<file path="src/rtl/im_port_arb.sv">
// im_port_arb: arbitrates one synchronous word RAM between instruction fetch
// (reads) and the program loader (writes), with a boot phase for the loader.
// It also translates byte addresses into word indices.
//
// Ports:
//   clk, reset         clock, synchronous active-low reset
//   f_req/f_addr       fetch request and byte PC
//   f_stall            fetch not granted this cycle (combinational)
//   f_valid/f_instr    fetch response, one cycle after grant
//   l_valid/l_addr/l_data/l_ready  loader write handshake (l_ready is combinational)
//   l_done             load-complete pulse (leaves BOOT)
//   boot_busy          high while in BOOT
//   addr_err           pulse on the response cycle of a rejected access
//   mem_*              RAM macro port (combinational); mem_rdata arrives one cycle after a read
module im_port_arb #(
    parameter logic [31:0] BASE_ADDR  = 32'h0000_3000,
    parameter int unsigned DEPTH_LOG2 = 12,
    parameter int unsigned STARVE_MAX = 4
) (
    input  logic                  clk,
    input  logic                  reset,
    input  logic                  f_req,
    input  logic [31:0]           f_addr,
    output logic                  f_stall,
    output logic                  f_valid,
    output logic [31:0]           f_instr,
    input  logic                  l_valid,
    input  logic [31:0]           l_addr,
    input  logic [31:0]           l_data,
    output logic                  l_ready,
    input  logic                  l_done,
    output logic                  boot_busy,
    output logic                  addr_err,
    output logic                  mem_en,
    output logic                  mem_we,
    output logic [DEPTH_LOG2-1:0] mem_idx,
    output logic [31:0]           mem_wdata,
    input  logic [31:0]           mem_rdata
);

    localparam int unsigned CNT_W = $clog2(STARVE_MAX + 1);

    typedef enum logic {
        BOOT = 1'b0,
        RUN  = 1'b1
    } state_t;

    state_t                 state;
    state_t                 next_state;
    logic [CNT_W-1:0]       starve_cnt;
    logic                   f_gnt;
    logic                   l_gnt;
    logic [31:0]            f_off;
    logic [31:0]            l_off;
    logic                   f_legal;
    logic                   l_legal;
    logic [DEPTH_LOG2-1:0]  f_idx;
    logic [DEPTH_LOG2-1:0]  l_idx;
    logic                   rd_pend;
    logic [31:0]            f_hold;

    // Offset from BASE wraps modulo 2^32, so addresses below BASE are rejected by the range test.
    always_comb begin
        f_off   = f_addr - BASE_ADDR;
        l_off   = l_addr - BASE_ADDR;
        f_legal = (f_off[31:DEPTH_LOG2+2] == '0) && (f_off[1:0] == 2'b00);
        l_legal = (l_off[31:DEPTH_LOG2+2] == '0) && (l_off[1:0] == 2'b00);
        f_idx   = f_off[DEPTH_LOG2+1:2];
        l_idx   = l_off[DEPTH_LOG2+1:2];
    end

    // State register.
    always_ff @(posedge clk) begin
        if (!reset) begin
            state <= BOOT;
        end else begin
            state <= next_state;
        end
    end

    // Next state, grants and RAM port drive.
    always_comb begin
        next_state = state;
        f_gnt      = 1'b0;
        l_gnt      = 1'b0;
        l_ready    = 1'b0;
        boot_busy  = (state == BOOT);
        mem_en     = 1'b0;
        mem_we     = 1'b0;
        mem_idx    = '0;
        mem_wdata  = '0;

        if (!reset) begin
            boot_busy = 1'b1;
        end else begin
            case (state)
                BOOT: begin
                    l_ready = 1'b1;
                    l_gnt   = l_valid;
                    if (l_done) begin
                        next_state = RUN;
                    end
                end
                RUN: begin
                    // Fetch wins unless the loader has waited STARVE_MAX grants.
                    l_gnt   = l_valid && (!f_req || (starve_cnt == CNT_W'(STARVE_MAX)));
                    f_gnt   = f_req && !l_gnt;
                    l_ready = l_gnt;
                end
                default: next_state = BOOT;
            endcase
        end

        f_stall = f_req && !f_gnt;

        if (l_gnt && l_legal) begin
            mem_en    = 1'b1;
            mem_we    = 1'b1;
            mem_idx   = l_idx;
            mem_wdata = l_data;
        end else if (f_gnt && f_legal) begin
            mem_en  = 1'b1;
            mem_idx = f_idx;
        end
    end

    // Response tracking, error pulse and loader starvation counter.
    always_ff @(posedge clk) begin
        if (!reset) begin
            f_valid    <= 1'b0;
            rd_pend    <= 1'b0;
            f_hold     <= '0;
            addr_err   <= 1'b0;
            starve_cnt <= '0;
        end else begin
            f_valid  <= f_gnt;
            rd_pend  <= f_gnt && f_legal;
            addr_err <= (f_gnt && !f_legal) || (l_gnt && !l_legal);

            // Keep the last delivered word so f_instr holds between responses.
            if (rd_pend) begin
                f_hold <= mem_rdata;
            end
            // A rejected fetch answers with a nop (all zeros).
            if (f_gnt && !f_legal) begin
                f_hold <= '0;
            end

            if (l_gnt || !l_valid) begin
                starve_cnt <= '0;
            end else if (f_gnt && (starve_cnt != CNT_W'(STARVE_MAX))) begin
                starve_cnt <= starve_cnt + CNT_W'(1);
            end
        end
    end

    // RAM data arrives the cycle after the read, so it is forwarded directly while pending.
    assign f_instr = rd_pend ? mem_rdata : f_hold;

endmodule

</file>
<file path="config.mk">
export PLATFORM = sky130hd
export DESIGN_NAME = im_port_arb
export DESIGN_NICKNAME = d
export VERILOG_FILES = /design/src/rtl/im_port_arb.sv
export SDC_FILE = /design/constraint.sdc
export NUM_CORES = 1
export LEC_CHECK = 0
export CAP_MARGIN = 20
export CORE_AREA = 4 4 81 83
export CTS_CLUSTER_SIZE = 10
export DETAILED_ROUTE_END_ITERATION = 10
export DIE_AREA = 0 0 85 87
export DONT_BUFFER_PORTS = 1
export SLEW_MARGIN = 30
export SYNTH_ARGS = -nofsm -noshare
export SYNTH_HDL_FRONTEND = slang
export SYNTH_SLANG_ARGS = --single-unit
export TNS_END_PERCENT = 100
</file>
<file path="constraint.sdc">
create_clock -name clk -period 1.6 [get_ports clk]
set_input_delay 0 -clock clk [delete_from_list [all_inputs] [get_ports clk]]
set_output_delay 0 -clock clk [all_outputs]
set_load 0.005 [all_outputs]
</file>
---- Yosys cells after proc, flatten, opt, wreduce, memory -nomap -nowiden ----
Cells that the tools add are included.
operators by class
  add/sub/neg operators ................... 3
  eq/ne operators ......................... 2
  muxes and demuxes ....................... 16
  bitwise gates (word level) .............. 2
  reduce and logical (&&, ||, !) cells .... 25
operator list
  operator                                              count
  2-to-1 mux 32 bit                                     2
  subtractor 32 x 14 -> 32 bit (second input constant)  2
  zero test 18 bit                                      2
  2-to-1 mux 12 bit                                     2
  logical AND 1 bit                                     10
  2-to-1 mux 1 bit                                      10
  zero test 1 bit                                       6
  zero test 2 bit                                       2
  case mux 1 bit (2 select lines)                       2
  OR reduction 2 bit                                    2
  adder 3 x 1 -> 3 bit (second input constant)          1
  equality test 3 bit (second input constant)           1
  logical OR 1 bit                                      3
  inequality test 3 bit (second input constant)         1
  inverter 1 bit                                        2
storage, ports and cells
  register bits after elaboration ......... 39
  bits of input ports ..................... 133
  logic and storage cells ................. 54

---- Logic depth before layout (Yosys ltp) ----
Gate-level depths: netlist of the first run.
  depth in word-level cells ............... 10
  depth in mapped cells ................... 10
  depth with buffers taken out ............ 8

---- Worst setup path after synthesis of the first run ----
OpenSTA, ideal clock, no wires.
  kind .................................... input to register
  start ................................... input f_addr[12]
  end ..................................... register f_hold[0]
  data arrival time ....................... 1.629 ns
  path slack .............................. -0.095 ns
  cell stages on the path ................. 8
  cell sequence ........................... ha_1 or3b_1 a211oi_1 o2111a_1 a21boi_1 o21ai_1 clkbuf_1 nor2b_1
on the way
  word-level cells in the longest chain between the ends .. 6
ends and longest elaborated chain
  item                                 RTL line  source
  start: declaration                   23        input logic [31:0] f_addr,
  subtractor 32 x 14 -> 32 bit         64        f_off = f_addr - BASE_ADDR;
  zero test 18 bit                     66        f_legal = (f_off[31:DEPTH_LOG2+2] == '0) && (f_off[1:0] == 2'b00);
  logical AND 1 bit                    66
  zero test 1 bit                      145       if (f_gnt && !f_legal) begin
  logical AND 1 bit                    145
  OR reduction 2 bit (no source line)  n/a
  end signal: assignment               142       f_hold <= mem_rdata;
  end: declaration                     60        logic [31:0] f_hold;
No other way between the ends.
A chain may end at the register's enable or synchronous reset.

---- Final worst setup path of the first run ----
  start ................................... register starve_cnt[1]
  end ..................................... output mem_idx[10]
on the way
  word-level cells in the longest chain between the ends .. 10
ends and longest elaborated chain
  item                      RTL line  source
  start: declaration        50        logic [CNT_W-1:0] starve_cnt;
  start signal: assignment  152       starve_cnt <= starve_cnt + CNT_W'(1);
  equality test 3 bit (*)   106       l_gnt = l_valid && (!f_req || (starve_cnt == CNT_W'(STARVE_MAX)));
  logical OR 1 bit (*)      106
  logical AND 1 bit (*)     106
  zero test 1 bit           107       f_gnt = f_req && !l_gnt;
  logical AND 1 bit         107
  2-to-1 mux 1 bit          96        case (state)
  2-to-1 mux 1 bit          93        if (!reset) begin
  logical AND 1 bit         121       end else if (f_gnt && f_legal) begin
  2-to-1 mux 12 bit         121
  2-to-1 mux 12 bit (*)     116       if (l_gnt && l_legal) begin
  end: declaration          36        output logic [DEPTH_LOG2-1:0] mem_idx,
Every way passes the cells marked *; elsewhere a longest branch is shown, timed or not.

==> metrics.cfg, run 1 <==
[place]
gp_congestion = 0.814
port_buffers = 0
pre_cts_ws_ns = -0.157
hpwl_microns = 5660
dp_cells = 357

[finish]
fin_cells = 411
layout-drive-gt1-share_pct = 43.0
register_area_sq_um = 783
final_common_cell = buf_4
layout_common_cells = buf_4 (48), dfxtp_1 (37), dlygate4sd3_1 (34)
fin_nets = 471
area_growth_pct = 55.1
multi_input_area_sq_um = 1590
n_fill_cell = 470

[die]
rows = 28
dieArea_sq_um = 7400
start_util_pct = 39.4
io_pins = 216
die_h_microns = 87
chipWidth_microns = 85
core_area_sq_um = 5850

[route]
num_vias = 2165
drc = 0
avgViaCountPerCell = 5.27
first_pass_iters = 4
wl_per_cell_microns = 20.1
drt_wl_total_microns = 8270
drtIter0Drc = 47
drt.antenna.violating_nets = 0

[grt]
grt_pass1_vias = 2278
grt_max_degree = 33
grt_pass1_wl_microns = 11700
grt_usage_pct = 20.0
overflow = 0
antenna_found_initial = 2

[sta]
fmax_ghz = 0.522
tightest_slew_ns = 0.381
drv_slew = 0
post-route-period-util_pct = 120
fin_hold_ws_ns = 0.00775
setup_viol = 78
rsz0062_at_grt = true
finalSetupTns_ns = -14.66
finalCriticalPeriod_ns = 1.91
slew_headroom_pct = 74.3
fin_ws_ns = -0.315
finClkSkew_ns = 0.00326
hold_viol_final = 0

[pwr]
vdd_drop_max_mv = 0.477
p_leak_nw = 1.51
total_power_mw = 2.16
powerDensity_nw_per_um2 = 604

[yosys]
synth.distinct_cells = 46
yosys_warnings = 0
synth_seq_area_share_pct = 33.9
synth_edf_count = 0
synth_ff_type = dfxtp_1
synth.net_count = 383
syn-instance-count = 246
synth.cell_area_sq_um = 2300
synth-async-reset-ratio_pct = 0
synth-seq-cells = 39
postSynthAreaPerCell_sq_um = 9.36

[worst_setup_path]
crit_chain = inv_2 -> ha_4 -> a21boi_2 -> a21oi_2 -> nand2_1 -> nor4_2 -> o21a_2 -> buf_4 -> buf_16 -> a22o_4
cp.arrival_ns = 1.91
slowest_stage = dfxtp_2
crit_type = flip-flop to output pin
cp.required_ns = 1.60
worstPathMaxFanout = 22
critical_path.max_stage_delay_ns = 0.34
startpoint_type = flip-flop
cp-end-kind = output pin

[clock_tree]
cts_buffer_depth = 2
cts_sinks = 39
clkLatencyLatePin_ns = 0.28
path_clk_slew_ns = 0.07
cts_tree = built
cts_htree_levels = 2
cts_root_buffer = clkbuf_8
cts_buffers = 5

[hold_path]
hold_class = input port to flip-flop

[run_status]
status = complete, but fails checks
violations = setup timing

[run]
drv_cap = 0

-- per-stage QoR --
step | util, % | cell area (sq um)
after floorplan | - | 2330
after global routing | 61.0 | 3570
after detailed placement | 46.9 | 2740
after CTS | 59.3 | 3470
final | 61.1 | 3570
after global placement | 46.9 | 2740
-- routing by layer --
layer	wire (microns)	vias up	global-route usage, %
li1	-	1045	-
met1	2950	982	21.5
met2	4240	126	35.6
met3	973	10	8.99
met4	100	2	5.47
met5	8	-	0
-- cell type report --
type / instances / share of cell area (%)
Clock buffer: 6 / 2.03
Multi-Input combinational cell: 188 / 44.5
Tap cell: 75 / 2.63
Inverter: 6 / 0.630
Antenna cell: 1 / 0.0701
Sequential cell: 39 / 21.9
Timing Repair Buffer: 94 / 26.5
Clock inverter: 2 / 1.68
-- state kept, by name, indices dropped and copies added, names as in the netlist --
signal and cells:
starve_cnt 3, f_valid 1, state 1, f_hold 32
rd_pend 1, addr_err 1
-- cell families (layout without fill, tap and decap cells) --
family / after synthesis / after routing / share of synthesized area (%)
simple gates: 113 / 113 / 30.4
flops: 39 / 39 / 33.9
compound gates: 34 / 34 / 11.0
mux: 32 / 32 / 15.6
buf+inv: 19 / 108 / 4.94
xor+xnor: 5 / 5 / 1.90
fa+ha+maj: 4 / 4 / 2.17
other cells: 0 / 1 / 0
-- report_power, final --
group / switching (mW) / internal, mW
sequential: 0.00419 / 0.975
clock: 0.335 / 0.623
combinational: 0.0859 / 0.135
-- worst max-delay path, delay by kind of cell (launching register included) --
family | cells | cell delay (ns)
buffers and inverters | 3 | 0.35
adder cells (fa/ha/maj) | 1 | 0.16
flip-flops | 1 | 0.34
AND/OR/NAND/NOR | 2 | 0.12
AO/OA/AOI/OAI | 4 | 0.67
-- synth_stat cells (3+ instances only) --
cell type  instances  area (sq um)
mux2_2            32           360
and2_1            34           213
nand2_1            7          26.3
nand2b_1           3          18.8
ha_1               4          50.1
nor4_1             8          50.1
nor2b_1           33           206
a21oi_1            3          15.0
o21ai_0            4          20.0
inv_1              6          22.5
dfxtp_1           39           781
a22o_1            12           105
nand4_1            4          25.0
buf_1              3          11.3
buf_6              4          45.0
clkbuf_1           4          15.0
xnor2_1            4          35.0
nor2_1             7          26.3
-- what timing repair did --
| action | in CTS | in global routing |
|---|---|---|
| cloned | 3 | 3 |
| pin swaps | 8 | 1 |
| setup endpoints to repair | 46 | 78 |
| gates resized for setup | 38 | 7 |
| hold buffers | 34 | 0 |
| endpoints found under the hold margin | 35 | 0 |
| setup buffers | 5 | 0 |
-- path summary, 6_finish.rpt --
| path | start | to | slack, ns | cells past startpoint |
|---|---|---|---|---|
| setup / recovery | starve_cnt[1] | mem_idx[10] | -0.31 | 10 |
| hold / removal | mem_rdata[7] | f_hold[7] | 0.008 | 2 |
| setup reg to reg | starve_cnt[1] | f_hold[12] | -0.09 | 9 |
| hold reg to reg | starve_cnt[0] | starve_cnt[0] | 0.50 | 2 |
Note: power is estimated with default switching activity, not from simulation.
==> run 2, diff against run 1 <==
Settings changed: GPL_TIMING_DRIVEN set to 0, RECOVER_POWER set to 25.
==> metrics.cfg, run 2 (synthesis results as in run 1) <==
[finish]
fin_nets = 413  ; was 471
largest_register = f_hold  ; unchanged
layout-drive-gt1-share_pct = 41.5  ; was 43.0%
layout_common_cells = dfxtp_1 (37), mux2_2 (32), nor2b_1 (32)  ; was buf_4 (48), dfxtp_1 (37), dlygate4sd3_1 (34)
area_growth_pct = 29.8  ; was 55.1%
final_common_cell = dfxtp_1  ; was buf_4
fin_cells = 352  ; was 411
antennaDiodeCount = 0  ; was 1
design_area_sq_um = 2990  ; was 3570 sq um
final_core_util_pct = 51.1  ; was 61.1%
top_regs = f_hold (32), starve_cnt (3)  ; unchanged
largest_register_ffs = 32  ; unchanged

[clock_tree]
cts_sinks = 39  ; unchanged
path_clk_slew_ns = 0.07  ; about the same
cts_buffer_depth = 2  ; unchanged
cts_buffers = 5  ; unchanged
cts_tree = built  ; unchanged
clkLatencyLatePin_ns = 0.28  ; about the same
cts_htree_levels = 2  ; unchanged
cts_root_buffer = clkbuf_8  ; unchanged

[worst_setup_path]
r2r_slack_ns = -0.08  ; was -0.09 ns
r2r-start = state  ; was starve_cnt[1]
reg2reg_depth = 7  ; was 9
worstReg2RegEnd = f_hold[25]  ; was f_hold[12]
startpoint_type = flip-flop  ; unchanged
cp.arrival_ns = 1.97  ; was 1.91 ns
worstPathMaxFanout = 6  ; was 22
cp.required_ns = 1.60  ; about the same
cp-end-kind = output pin  ; unchanged
crit_type = flip-flop to output pin  ; unchanged

[sta]
slew_headroom_pct = 69.6  ; was 74.3%
hold_viol_final = 0  ; unchanged
finalSetupTns_ns = -15.60  ; was -14.66 ns
rsz0062_at_grt = true  ; unchanged
finClkSkew_ns = 0.00446  ; was 0.00326 ns
tightest_slew_ns = 0.453  ; was 0.381 ns
post-route-period-util_pct = 123  ; was 120%
drv_slew = 0  ; unchanged
finalCriticalPeriod_ns = 1.97  ; was 1.91 ns
fin_hold_ws_ns = 0.00735  ; was 0.00775 ns
fin_ws_ns = -0.373  ; was -0.315 ns
setup_viol = 77  ; was 78
fmax_ghz = 0.507  ; was 0.522 GHz

[route]
drtIter0Drc = 62  ; was 47
drt.antenna.violating_nets = 0  ; unchanged
num_vias = 1962  ; was 2165
first_pass_iters = 4  ; unchanged
avgViaCountPerCell = 5.57  ; was 5.27
drc = 0  ; unchanged
drt_wl_total_microns = 7380  ; was 8270 microns
wl_per_cell_microns = 21.0  ; was 20.1 microns

[die]
die_h_microns = 87  ; unchanged
dieArea_sq_um = 7400  ; unchanged
io_pins = 216  ; unchanged
start_util_pct = 39.4  ; unchanged
core_area_sq_um = 5850  ; unchanged
chipWidth_microns = 85  ; unchanged
rows = 28  ; unchanged

[run_status]
status = complete, but fails checks  ; unchanged
violations = setup timing  ; unchanged

[grt]
grt_max_degree = 13  ; was 33
grt_pass1_wl_microns = 10700  ; was 11700 microns
grt_usage_pct = 18.4  ; was 20.0%
grt_pass1_vias = 2039  ; was 2278
antenna_found_initial = 0  ; was 2
overflow = 0  ; unchanged

[pwr]
total_power_mw = 2.07  ; was 2.16 mW
p_leak_nw = 1.23  ; was 1.51 nW
powerDensity_nw_per_um2 = 693  ; was 604 nW/um^2
vdd_drop_max_mv = 0.512  ; was 0.477 mV

[place]
pre_cts_ws_ns = -0.280  ; was -0.157 ns
dp_cells = 321  ; was 357
gp_congestion = 0.772  ; was 0.814
port_buffers = 0  ; unchanged
hpwl_microns = 5780  ; was 5660 microns
dpl_cell_area_sq_um = 2430  ; was 2740 sq um

[hold_path]
hold_class = input port to flip-flop  ; unchanged
whs_endpoint = f_hold[7]  ; unchanged
worstHoldStart = mem_rdata[7]  ; unchanged
holdPathStages = 2  ; unchanged

[run]
drv_cap = 0  ; unchanged

## run 2: changes by cell type in the layout (fill, tap and decap cells not counted), sizes merged
cell         delta
buf            -31
dlygate4sd3    -28
clkbuf          +1
diode           -1
## run 2: worst max path at each step
stage                        startpoint            end  slack, ns
final                             state     mem_idx[5]      -0.37
after global routing      starve_cnt[1]     mem_idx[3]      -0.50
after CTS                 starve_cnt[0]  mem_wdata[28]      -0.34
after detailed placement     f_addr[12]     mem_idx[7]      -0.28
after global placement       f_addr[12]     mem_idx[7]      -0.27
after floorplan              f_addr[12]      f_hold[0]      0.002
## run 2: power breakdown
| group | total (mW) | leakage [nW] | internal, mW | switching (mW) |
|---|---|---|---|---|
| Sequential | 0.980 | 0.316 | 0.975 | 0.00490 |
| Combinational | 0.140 | 0.849 | 0.0751 | 0.0649 |
| Clock | 0.953 | 0.0654 | 0.623 | 0.330 |
## run 2: layout make-up
| cell class | instances | area [sq um] |
|---|---|---|
| flip-flops and latches | 39 | 783 |
| clock buffers | 6 | 72.6 |
| multi-input cells | 188 | 1600 |
| repair buffers | 23 | 223 |
| plain buffers | 13 | 140 |
| fillers | 556 | 2860 |
| well taps | 75 | 93.8 |
| clock inverters | 2 | 60.1 |
| inverters | 6 | 22.5 |
## run 2: per-layer routing
layer,up-vias,global-route usage [%],wire length [microns]
li1,928,-,-
met1,894,19.9,2610
met2,129,29.7,3510
met3,11,10.9,1120
met4,0,6.62,140
met5,-,0,0
## run 2: timing repair
action | 4_1_cts | 5_1_grt
buffers inserted | 9 | 4
hold endpoints to repair | 8 | 0
gates cloned | 4 | 1
hold buffers | 6 | 0
pin swaps | 22 | 14
gates resized for setup | 48 | 21
setup endpoints to repair | 109 | 88
## run 2: critical path, cell delays in order, from the launching register on
cell,delay (ns)
dfxtp_1,0.43
nand2_1,0.14
a31oi_1,0.25
nand2_1,0.11
inv_1,0.09
nand2_1,0.08
a21oi_4,0.23
buf_6,0.16
a22o_1,0.18
